==> config.mk <==
export PLATFORM = sky130hd
export DESIGN_NAME = spi_burst_slave
export DESIGN_NICKNAME = d
export VERILOG_FILES = /design/src/rtl/spi_burst_slave.sv
export SDC_FILE = /design/constraint.sdc
export NUM_CORES = 1
export LEC_CHECK = 0
export BUFFER_PORTS_ARGS = -buffer_cell sky130_fd_sc_hd__buf_2
export CAP_MARGIN = 5
export CORE_ASPECT_RATIO = 1.2
export CORE_UTILIZATION = 55
export DETAILED_ROUTE_END_ITERATION = 6
export PLACE_DENSITY = 0.78
export SLEW_MARGIN = 5
export SYNTH_ARGS = -nofsm -noshare
export SYNTH_HDL_FRONTEND = slang
export SYNTH_SLANG_ARGS = --single-unit
export TNS_END_PERCENT = 10
==> constraint.sdc <==
create_clock -name clk -period 4.57 [get_ports clk]
set_clock_uncertainty 0.15 [all_clocks]
set_input_delay 0 -clock clk [delete_from_list [all_inputs] [get_ports clk]]
set_output_delay 0 -clock clk [all_outputs]
set_load 0.05 [all_outputs]
==> src/rtl/spi_burst_slave.sv <==
// SPI target with selectable CPOL/CPHA, burst writes and one-word-ahead read prefetch.
// Pins are resynchronised to clk; all protocol decisions happen on detected SCLK/SSB edges.
//
// state   | meaning
// --------+-------------------------------------------------------------
// S_IDLE  | no frame; waiting for a synchronized SSB fall
// S_CMD   | frame open; next sample edge carries the read/write bit
// S_ADDR  | shifting in addrsz address bits
// S_WDATA | shifting in write words, one wr_en strobe per full word
// S_RDATA | shifting out prefetched read words on shift edges
module spi_burst_slave #(
    parameter int addrsz      = 7,
    parameter int payload     = 8,
    parameter int SPI_MODE    = 0,
    parameter int SYNC_STAGES = 2
) (
    input  logic               clk,
    input  logic               reset,
    input  logic               SCLK,
    input  logic               SSB,
    input  logic               MOSI,
    output logic               MISO,
    output logic               miso_oe,
    output logic               wr_en,
    output logic [addrsz-1:0]  wr_addr,
    output logic [payload-1:0] wr_data,
    output logic               rd_req,
    output logic [addrsz-1:0]  rd_addr,
    input  logic [payload-1:0] rd_data,
    input  logic               rd_valid,
    output logic               rd_miss,
    output logic               busy,
    output logic               frame_done,
    output logic [7:0]         word_cnt
);

    localparam bit CPOL        = ((SPI_MODE >> 1) & 1) == 1;
    localparam bit CPHA        = (SPI_MODE & 1) == 1;
    localparam bit SAMPLE_RISE = (CPOL == CPHA);
    localparam int MAXW        = (addrsz > payload) ? addrsz : payload;
    localparam int CW          = $clog2(MAXW);
    localparam logic [CW-1:0]     ADDR_LAST = CW'(addrsz - 1);
    localparam logic [CW-1:0]     DATA_LAST = CW'(payload - 1);
    localparam logic [CW-1:0]     CNT_ONE   = CW'(1);
    localparam logic [addrsz-1:0] ADDR_ONE  = addrsz'(1);

    typedef enum logic [2:0] {S_IDLE, S_CMD, S_ADDR, S_WDATA, S_RDATA} state_t;

    logic [SYNC_STAGES-1:0] r_sclk_sync, r_ssb_sync, r_mosi_sync, r_settle;
    logic                   r_sclk_hist, r_ssb_hist, r_armed;

    state_t               r_state;
    logic                 r_cmd, r_load_next, r_pending, r_buf_valid;
    logic [CW-1:0]        r_bit_cnt;
    logic [addrsz-1:0]    r_addr;
    logic [payload-1:0]   r_sh, r_buf;

    logic                 w_sclk, w_ssb, w_mosi, w_sample, w_shift, w_ssb_fall, w_ssb_rise;
    logic                 w_load_hit;
    logic [addrsz-1:0]    w_addr_next;
    logic [payload-1:0]   w_word_next, w_load_word;

    always_ff @(posedge clk) begin
        if (reset) begin
            r_sclk_sync <= {SYNC_STAGES{CPOL}};
            r_ssb_sync  <= '1;
            r_mosi_sync <= '0;
            r_sclk_hist <= CPOL;
            r_ssb_hist  <= 1'b1;
            r_settle    <= '0;
            r_armed     <= 1'b0;
        end else begin
            r_sclk_sync <= {r_sclk_sync[SYNC_STAGES-2:0], SCLK};
            r_ssb_sync  <= {r_ssb_sync[SYNC_STAGES-2:0], SSB};
            r_mosi_sync <= {r_mosi_sync[SYNC_STAGES-2:0], MOSI};
            r_sclk_hist <= r_sclk_sync[SYNC_STAGES-1];
            r_ssb_hist  <= r_ssb_sync[SYNC_STAGES-1];
            r_settle    <= {r_settle[SYNC_STAGES-2:0], 1'b1};
            // A frame already in flight at reset release must not be joined mid-way:
            // only accept SSB falls once SSB has been seen high on flushed synchronizers.
            if (r_settle[SYNC_STAGES-1] && w_ssb)
                r_armed <= 1'b1;
        end
    end

    assign w_sclk      = r_sclk_sync[SYNC_STAGES-1];
    assign w_ssb       = r_ssb_sync[SYNC_STAGES-1];
    assign w_mosi      = r_mosi_sync[SYNC_STAGES-1];
    assign w_sample    = SAMPLE_RISE ? (w_sclk & ~r_sclk_hist) : (~w_sclk & r_sclk_hist);
    assign w_shift     = SAMPLE_RISE ? (~w_sclk & r_sclk_hist) : (w_sclk & ~r_sclk_hist);
    assign w_ssb_fall  = r_ssb_hist & ~w_ssb;
    assign w_ssb_rise  = ~r_ssb_hist & w_ssb;
    assign w_addr_next = {r_addr[addrsz-2:0], w_mosi};
    assign w_word_next = {r_sh[payload-2:0], w_mosi};
    assign w_load_hit  = r_buf_valid | (r_pending & rd_valid);
    assign w_load_word = r_buf_valid ? r_buf : ((r_pending & rd_valid) ? rd_data : '0);

    always_ff @(posedge clk) begin
        if (reset) begin
            r_state     <= S_IDLE;
            r_cmd       <= 1'b0;
            r_load_next <= 1'b0;
            r_pending   <= 1'b0;
            r_buf_valid <= 1'b0;
            r_bit_cnt   <= '0;
            r_addr      <= '0;
            r_sh        <= '0;
            r_buf       <= '0;
            MISO        <= 1'b0;
            miso_oe     <= 1'b0;
            wr_en       <= 1'b0;
            wr_addr     <= '0;
            wr_data     <= '0;
            rd_req      <= 1'b0;
            rd_addr     <= '0;
            rd_miss     <= 1'b0;
            busy        <= 1'b0;
            frame_done  <= 1'b0;
            word_cnt    <= '0;
        end else begin
            wr_en      <= 1'b0;
            rd_req     <= 1'b0;
            rd_miss    <= 1'b0;
            frame_done <= 1'b0;

            if (r_pending && rd_valid) begin
                r_buf       <= rd_data;
                r_buf_valid <= 1'b1;
                r_pending   <= 1'b0;
            end

            if (w_ssb_rise) begin
                frame_done  <= (r_state != S_IDLE);
                r_state     <= S_IDLE;
                busy        <= 1'b0;
                miso_oe     <= 1'b0;
                MISO        <= 1'b0;
                r_pending   <= 1'b0;
                r_buf_valid <= 1'b0;
                r_load_next <= 1'b0;
            end else begin
                unique case (r_state)
                    S_IDLE: begin
                        if (w_ssb_fall && r_armed) begin
                            r_state   <= S_CMD;
                            r_bit_cnt <= '0;
                            word_cnt  <= '0;
                            busy      <= 1'b1;
                        end
                    end
                    S_CMD: begin
                        if (w_sample) begin
                            r_cmd     <= w_mosi;
                            r_state   <= S_ADDR;
                            r_bit_cnt <= '0;
                        end
                    end
                    S_ADDR: begin
                        if (w_sample) begin
                            r_addr <= w_addr_next;
                            if (r_bit_cnt == ADDR_LAST) begin
                                r_bit_cnt <= '0;
                                if (r_cmd) begin
                                    r_state     <= S_RDATA;
                                    rd_req      <= 1'b1;
                                    rd_addr     <= w_addr_next;
                                    r_pending   <= 1'b1;
                                    r_buf_valid <= 1'b0;
                                    r_load_next <= 1'b1;
                                    miso_oe     <= 1'b1;
                                end else begin
                                    r_state <= S_WDATA;
                                end
                            end else begin
                                r_bit_cnt <= r_bit_cnt + CNT_ONE;
                            end
                        end
                    end
                    S_WDATA: begin
                        if (w_sample) begin
                            r_sh <= w_word_next;
                            if (r_bit_cnt == DATA_LAST) begin
                                r_bit_cnt <= '0;
                                wr_en     <= 1'b1;
                                wr_addr   <= r_addr;
                                wr_data   <= w_word_next;
                                r_addr    <= r_addr + ADDR_ONE;
                                if (word_cnt != 8'hFF)
                                    word_cnt <= word_cnt + 8'd1;
                            end else begin
                                r_bit_cnt <= r_bit_cnt + CNT_ONE;
                            end
                        end
                    end
                    S_RDATA: begin
                        if (w_shift) begin
                            if (r_load_next) begin
                                // Each load consumes the prefetched word and requests the next one.
                                r_sh        <= w_load_word;
                                MISO        <= w_load_word[payload-1];
                                r_load_next <= 1'b0;
                                rd_miss     <= ~w_load_hit;
                                rd_req      <= 1'b1;
                                rd_addr     <= rd_addr + ADDR_ONE;
                                r_pending   <= 1'b1;
                                r_buf_valid <= 1'b0;
                            end else begin
                                r_sh <= {r_sh[payload-2:0], 1'b0};
                                MISO <= r_sh[payload-2];
                            end
                        end
                        if (w_sample) begin
                            if (r_bit_cnt == DATA_LAST) begin
                                r_bit_cnt   <= '0;
                                r_load_next <= 1'b1;
                                if (word_cnt != 8'hFF)
                                    word_cnt <= word_cnt + 8'd1;
                            end else begin
                                r_bit_cnt <= r_bit_cnt + CNT_ONE;
                            end
                        end
                    end
                    default: r_state <= S_IDLE;
                endcase
            end
        end
    end

endmodule

==> impl_metrics.toml, run 1 <==
[status]
status = "complete, no violations"

[synthesis]
netlist_instances = 430
yosysWarnings = 0
synth_area_um2 = 3780
yosysTopAreaCell = "dfxtp_1"
syn_area_per_cell_um2 = 8.78
ys_seq_elements = 80
async_flop_share = 0
ys_seq_area_frac = 0.424
synth-main-ff-cell = "dfxtp_1"
synth_edf_count = 0
synth_nets = 450
synthDistinctLibCells = 67
synth_top_area_share = 0.424
synth_top_cells_by_area = "dfxtp_1 (42%), mux2i_1 (6.4%), nor2_1 (5.9%), nand2_1 (4.0%), a21oi_1 (3.8%)"

[place]
post-place-ws_ps = 2140
dpl_cell_area_um2 = 3990
gp_congestion = 0.878
post-place-cells = 539
port-buffer-count = 50
hpwl_mm = 5.55

[flow_run]
cap_violations = 0

[grt]
grt_usage = 0.251
antenna_found_initial = 0
grt_overflow = 0
grt_max_degree = 68
grt_pass1_wl_mm = 14.4
grt_pass1_vias = 3099

[floorplanning]
die_height_um = 92.8
core-area_um2 = 6530
start_util = 0.579
die_area_um2 = 7200
io_pins = 51
rows = 32
die_w_um = 77.6

[final_layout]
final_area_um2 = 4330
drive_gt1_frac = 0.176
diodes = 0
syn_to_final_growth_pct = 14.7
fin_cells = 568
nets = 498

[hold_path]
holdPathStages = 3
whs_endpoint = "r_armed"
hp-start = "reset"
hold_class = "input port to flip-flop"

[setup_path]
end_kind = "flip-flop"
critical-path-max-stage-delay_ps = 740
critical_path_class = "flip-flop to flip-flop"
cp.arrival_ps = 2630
critPathLaunchType = "flip-flop"
path_cells = "and3b_1 > nand2_1 > a21o_1 > a2111oi_0 > a31o_2"
crit_fanout = 18
r2r.worst_path.cells = 5
worstPathRequired_ps = 4720
r2r_slack_ps = 2090
r2r-end = "r_sh[3]"
crit_slowest_cell = "dfxtp_1"
regToRegStartpoint = "r_state[0]"

[timing]
fmax_mhz = 403
fin_crit_sh = 0.543
fin_ws_ps = 2090
setup_viol = 0
worst_slew_pin_slew_ps = 694
finalHoldViolations = 0
timing.final.max_slew_violations = 0
fin_crit_ps = 2480
slew_headroom = 0.537
finalSetupTns_ps = 0
rsz0062_at_grt = "false"

[drt]
firstDrtPassIters = 5
via_count = 3291
drc = 0
antenna_left = 0
via_per_inst = 5.79
wirelength_mm = 8.46
drt_iter0_markers = 197
wl_per_cell_um = 14.9

[clock_network]
cts_tree = "done"
clk_latency_ps = 350
htreeDepth = 3
clockBufferDepth = 2
cts_setup_buffers = 0
clk_pin_slew_ps = 80
cts_inserted_buffers = 9
cts-root-buf = "clkbuf_8"
cts_sinks = 80

[pwr]
power_uw = 1310
p_leak_uw = 0.00161
power_density_nw_per_um2 = 303
power.ir.vdd_worst_v = 0.000249
-- per-stage QoR --
step / hold slack (ps) / utilization
2_1_floorplan: -46.2 / -
3_3_place_gp: 36.6 / 0.612
3_5_place_dp: 43.1 / 0.612
4_1_cts: 122 / 0.664
5_1_grt: 147 / 0.664
6_report: 127 / 0.664
-- per-layer routing --
layer / GRT usage / wire length, µm / up-vias
met5: 0 / 0 / -
met4: 0.0975 / 129 / 0
met3: 0.0542 / 361 / 14
met2: 0.412 / 4120 / 84
met1: 0.320 / 3850 / 1541
li1: - / - / 1652
-- critical path, delay by kind of cell, from the launching register on --
kind / cells / cell delay, ps
and+or+nand+nor: 2 / 560
AOI/OAI and AO/OA: 3 / 980
DFF: 1 / 740
-- final cells by class --
cell class	instances	area [µm²]
fillers	558	2190
multi-input cells	315	2000
flip-flops and latches	80	1600
repair buffers	64	388
clock buffers	10	128
well taps	85	106
clock inverters	6	83.8
inverters	8	30.0
-- sequential cells by signal, summed over array words and instances, names as in the netlist, 2 cells and up --
name	count
wr_addr	7
r_settle	2
r_sh	7
rd_addr	7
r_buf	8
r_addr	7
wr_data	8
r_ssb_sync	2
word_cnt	8
r_mosi_sync	2
r_bit_cnt	3
r_sclk_sync	2
r_state	3
-- how the worst max path moves through the flow --
stage	from	end	slack, ps
global placement	r_state[0]	wr_addr[3]	2190
finish	r_state[0]	r_sh[3]	2090
detailed placement	r_state[0]	r_sh[3]	2140
CTS	r_state[0]	r_sh[3]	2120
global route	r_bit_cnt[0]	r_addr[2]	1890
floorplan	word_cnt[0]	word_cnt[3]	2350
-- what timing repair did --
item,CTS,global route
hold buffers,13,0
resized for setup,0,0
hold endpoints to repair,13,0
-- cell usage in the layout, fill, tap and decap left out, drive strengths merged, types with 6 or more instances in the layout --
cell type    synthesis  layout
a31o                 6       6
nand4                6       6
and3                10      10
o21ai               20      20
a21oi               29      29
nor2                60      60
a2111oi              8       8
clkbuf              12      10
buf                 15      51
nand2               43      43
o31ai                6       6
dlygate4sd3          0      13
inv                  8       8
nand3               11      11
nor2b               10      10
ha                   6       6
dfxtp               80      80
a211oi               6       6
mux2i               24      24
a31oi                6       6
-- power by group --
part           leakage [µW]  switching, µW  internal, µW
clock              0.000110            259           306
sequential         0.000647           4.26           701
combinational      0.000849           26.0          18.1
-- synth_stat cells (all sizes together), types with 2 or more instances --
master	number
o31ai	6
and3	10
inv	8
or2	4
nor2	60
buf	15
o21a	2
nand2b	5
a22o	2
o22ai	2
nor2b	10
nor3	4
a31o	6
nand4	6
a31oi	6
and2	2
o21ai	20
o31a	2
nand4b	2
nand3	11
nand2	43
a41oi	3
a21bo	2
a22oi	3
a311oi	2
ha	6
dfxtp	80
or3	4
a211oi	6
a21oi	29
or4	2
nor3b	3
a2111oi	8
nand3b	3
clkbuf	12
mux2i	24
-- cells by family after synthesis --
group,synth area share
adder cells (fa/ha/maj),0.0199
AND/OR/NAND/NOR,0.238
multiplexers,0.0636
flip-flops,0.424
AO/OA/AOI/OAI,0.205
buffers and inverters,0.0474
XOR/XNOR,0.00232
Note: power is estimated with default switching activity, not from simulation.
==> run 2, diff against run 1 <==
clock period = 2.5 ns   (was 4.57 ns; I/O delays follow)
==> run 2 against run 1 <==
Count of clock-buffer cells in the layout increased by 5. Global-route usage increased by 0.70 points. Cell area increased by 2.4%. Sequential power increased by 83%. Critical path type unchanged. Via count increased by 4.5%.
==> impl_metrics.toml, run 2 (synthesis gave the netlist of run 1 again) <==
[clock_network]
htreeDepth = 3
cts_tree = "done"
ctsResizeCount = 0
cts-root-buf = "clkbuf_8"
cts_inserted_buffers = 9
cts_setup_buffers = 0
clk_latency_ps = 360
cts_sinks = 80
clk_pin_slew_ps = 70
cts_hold_buf = 18
clockBufferDepth = 2

[pwr]
swShare = 0.218
power_density_nw_per_um2 = 523
netSwitchingPower_uw = 507
p_leak_uw = 0.00167
clock_power_share = 0.409
intPower_uw = 1810
comb_power_share = 0.037
power.ir.vdd_worst_v = 0.000417
power_frac_seq = 0.555

[final_layout]
final_common_cell = "dfxtp_1"
reg_top3 = "r_buf (8), word_cnt (8), wr_data (8)"
diodes = 0
syn_to_final_growth_pct = 17.5
final_cell_mix = "dfxtp_1 (80), nor2_1 (59), buf_2 (50), nand2_1 (40), a21oi_1 (29)"
drive_gt1_frac = 0.188
nets = 511
fill_cells = 524
regArea_um2 = 1600
multi_input_area_um2 = 2000

[floorplanning]
die_w_um = 77.6
io_pins = 51
core-area_um2 = 6530
start_util = 0.579
die_area_um2 = 7200
rows = 32
die_height_um = 92.8

[setup_path]
cp.arrival_ps = 2250
critical-path-max-stage-delay_ps = 380
r2r_slack_ps = 320
r2r-end = "r_addr[5]"
end_kind = "flip-flop"
crit_buf_inv = 2
crit_fanout = 13
critPathLaunchType = "flip-flop"
worstPathRequired_ps = 2570
r2r.worst_path.cells = 8
cpMostUsedCell = "ha_1"
crit_family = "compound AO/OA/AOI/OAI gates"
crit_slowest_cell = "dfxtp_1"
path_cells = "ha_1 > ha_1 > inv_1 > a2111oi_4 > buf_4 > a21bo_2 > a22oi_1 > nor2_1"
regToRegStartpoint = "r_bit_cnt[0]"
critical_path_class = "flip-flop to flip-flop"

[grt]
grt_pass1_vias = 3144
antenna_found_initial = 0
grt_overflow = 0
grt_max_degree = 67
grt_pass1_wl_mm = 14.6
grt_usage = 0.258

[timing]
fmax_mhz = 460
setup_viol = 0
timing.final.max_slew_violations = 0
hold-worst-slack_ps = 197
slew_headroom = 0.537
worst_slew_pin_slew_ps = 695
fin_crit_sh = 0.870
finalSetupTns_ps = 0
finalHoldViolations = 0
fin_crit_ps = 2180
rsz0062_at_grt = "false"
fin_ws_ps = 324

[hold_path]
holdPathStages = 3
hold_class = "input port to flip-flop"
whs_endpoint = "r_ssb_sync[0]"
hp-start = "SSB"

[place]
post-place-ws_ps = 369
port-buffer-count = 50
hpwl_mm = 5.60
gp_congestion = 0.887

[drt]
via_per_inst = 5.92
via_count = 3440
wl_per_cell_um = 15.1
drt_iter0_markers = 260
drc = 0
wirelength_mm = 8.75
antenna_left = 0
firstDrtPassIters = 5

[status]
status = "complete, no violations"

[flow_run]
cap_violations = 0
==> run 2: power by group through the flow <==
stage,Sequential [µW],Clock [µW],Combinational [µW]
floorplan,1320,0,45.5
CTS,1290,965,83.2
detailed placement,1320,0,67.6
global route,1290,1010,92.6
global placement,1320,0,66.5
finish,1290,949,85.2
==> run 2: layout make-up <==
cell class              count  share of cell area
inverters                   8             0.00677
clock inverters             1             0.00169
multi-input cells         315               0.450
clock buffers              15              0.0443
repair buffers             77               0.112
well taps                  85              0.0240
flip-flops and latches     80               0.361
==> run 2: per-layer routing <==
metal  track usage  vias to the layer above  routed length (µm)
met5             0                        -                   0
met3        0.0512                       29                 414
met2         0.427                      120                4290
met4         0.156                        0                 294
met1         0.308                     1609                3750
li1              -                     1682                   -
==> run 2: worst max path at each step <==
| stage | startpoint | to | slack [ps] | depth (start not counted) |
|---|---|---|---|---|
| final | r_bit_cnt[0] | r_addr[5] | 320 | 8 |
| after CTS | r_bit_cnt[0] | r_addr[5] | 330 | 8 |
| after global routing | r_state[1] | r_sh[1] | 150 | 6 |
| after floorplan | word_cnt[0] | word_cnt[3] | 280 | 6 |
| after detailed placement | r_bit_cnt[0] | r_addr[5] | 370 | 8 |
| after global placement | r_bit_cnt[0] | r_addr[6] | 410 | 8 |
==> run 2: worst register-to-register path, cell delays in order, from the launching register on <==
cell and delay (ps):
dfxtp_1 380, ha_1 160, ha_1 250, inv_1 100
a2111oi_4 340, buf_4 230, a21bo_2 240, a22oi_1 130
nor2_1 50
==> run 2: metrics by stage <==
| step | total power [µW] | util | cell area, µm² | cells |
|---|---|---|---|---|
| after floorplan | 1360 | - | 3780 | 430 |
| after global placement | 1380 | 0.621 | 4050 | 547 |
| after detailed placement | 1390 | 0.621 | 4050 | 547 |
| after CTS | 2340 | 0.680 | 4440 | 581 |
| after global routing | 2390 | 0.680 | 4440 | 581 |
| final | 2320 | 0.680 | 4440 | 581 |
==> run 3, diff against run 2 <==
CTS_BUF_LIST = sky130_fd_sc_hd__clkbuf_8   (was not set)
==> run 3 against run 2 <==
First-iteration DRC count is the same. Maximum frequency is the same. Clock power shrank 0.4%.
==> impl_metrics.toml, run 3 (synthesis gave the netlist of run 1 again) <==
[timing]
setup_viol = 0
fmax_mhz = 460
timing.final.max_slew_violations = 0
fin_ws_ps = 324
finalHoldViolations = 0
hold-worst-slack_ps = 197
fin_crit_sh = 0.870
worst_slew_pin_slew_ps = 695
fin_crit_ps = 2180
rsz0062_at_grt = "false"
finalSetupTns_ps = 0
slew_headroom = 0.537

[clock_network]
clockBufferDepth = 2
cts_tree = "done"
cts_inserted_buffers = 9
ctsResizeCount = 0
clk_latency_ps = 360
clk_pin_slew_ps = 70
cts_sinks = 80
cts-root-buf = "clkbuf_8"
htreeDepth = 3

[setup_path]
critPathLaunchType = "flip-flop"
regToRegStartpoint = "r_bit_cnt[0]"
startpoint = "r_bit_cnt[0]"
setup.worst_path.end = "r_addr[5]"
end_kind = "flip-flop"
r2r.worst_path.cells = 8
critical_path_class = "flip-flop to flip-flop"
worstPathRequired_ps = 2570
crit_fanout = 13
r2r_slack_ps = 320
r2r-end = "r_addr[5]"
cp.arrival_ps = 2250

[floorplanning]
core-area_um2 = 6530
io_pins = 51
rows = 32
die_height_um = 92.8
start_util = 0.579
die_area_um2 = 7200
die_w_um = 77.6

[final_layout]
final_cell_mix = "dfxtp_1 (80), nor2_1 (59), buf_2 (50), nand2_1 (40), a21oi_1 (29)"
drive_gt1_frac = 0.188
regArea_um2 = 1600
syn_to_final_growth_pct = 17.5
nets = 511
multi_input_area_um2 = 2000
fin_util = 0.680
final_common_cell = "dfxtp_1"
diodes = 0
fill_cells = 524
reg_top3 = "r_buf (8), word_cnt (8), wr_data (8)"

[drt]
firstDrtPassIters = 5
drt_iter0_markers = 260
drc = 0
wirelength_mm = 8.75
wl_per_cell_um = 15.1
via_count = 3440
antenna_left = 0
via_per_inst = 5.92

[grt]
grt_usage = 0.258
grt_max_degree = 67
antenna_found_initial = 0
grt_overflow = 0
grt_pass1_wl_mm = 14.6
grt_pass1_vias = 3144

[pwr]
power_uw = 2320
power_density_nw_per_um2 = 523
power.ir.vdd_worst_v = 0.000417
p_leak_uw = 0.00167

[status]
status = "complete, no violations"

[place]
gp_congestion = 0.887
port-buffer-count = 50
post-place-ws_ps = 369
hpwl_mm = 5.60

[hold_path]
hold_class = "input port to flip-flop"
hp-start = "SSB"

[flow_run]
cap_violations = 0
-- run 3: cell types whose count changed in the layout (fill, tap and decap cells not counted) --
| cell | delta |
|---|---|
| clkbuf_1 | -1 |
| inv_1 | +1 |
-- run 3: how the worst min path moves through the flow --
| stage | end | depth (start not counted) |
|---|---|---|
| after CTS | r_ssb_sync[0] | 3 |
| after global placement | r_ssb_sync[0] | 2 |
| after floorplan | r_ssb_sync[0] | 1 |
| after global routing | r_ssb_sync[0] | 3 |
| final | r_ssb_sync[0] | 3 |
| after detailed placement | r_ssb_sync[0] | 2 |
-- run 3: worst max-delay path: stages (launching register included) --
cell       delay [ps]
dfxtp_1           380
ha_1              160
ha_1              250
inv_1             100
a2111oi_4         340
buf_4             230
a21bo_2           240
a22oi_1           130
nor2_1             50
-- run 3: repair_timing --
item | in CTS | in global routing
setup buffers | 0 | 0
hold endpoints to repair | 14 | 0
hold buffers | 18 | 0
-- run 3: area by class of cell --
class | instances | area share
clock buffer | 14 | 0.0434
clock inverter | 2 | 0.00254
inverter | 8 | 0.00677
multi-input combinational | 315 | 0.450
sequential | 80 | 0.361
tap | 85 | 0.0240
timing repair buffer | 77 | 0.112
-- run 3: per-stage QoR --
step           instances  area [µm²]
2_1_floorplan        430        3780
3_3_place_gp         547        4050
3_5_place_dp         547        4050
4_1_cts              581        4440
5_1_grt              581        4440
6_report             581        4440
-- run 3: power by group --
part | leakage [µW] | internal [µW] | total (µW) | switching, µW
sequential | 0.000647 | 1280 | 1290 | 5.48
clock | 0.000106 | 493 | 945 | 452
combinational | 0.000922 | 34.6 | 85.2 | 50.5
-- run 3: routing by layer --
metal,vias up,global-route usage,wire length [µm]
met5,-,0,0
met4,0,0.156,294
met3,29,0.0512,414
met2,120,0.427,4290
met1,1609,0.308,3750
li1,1682,-,-
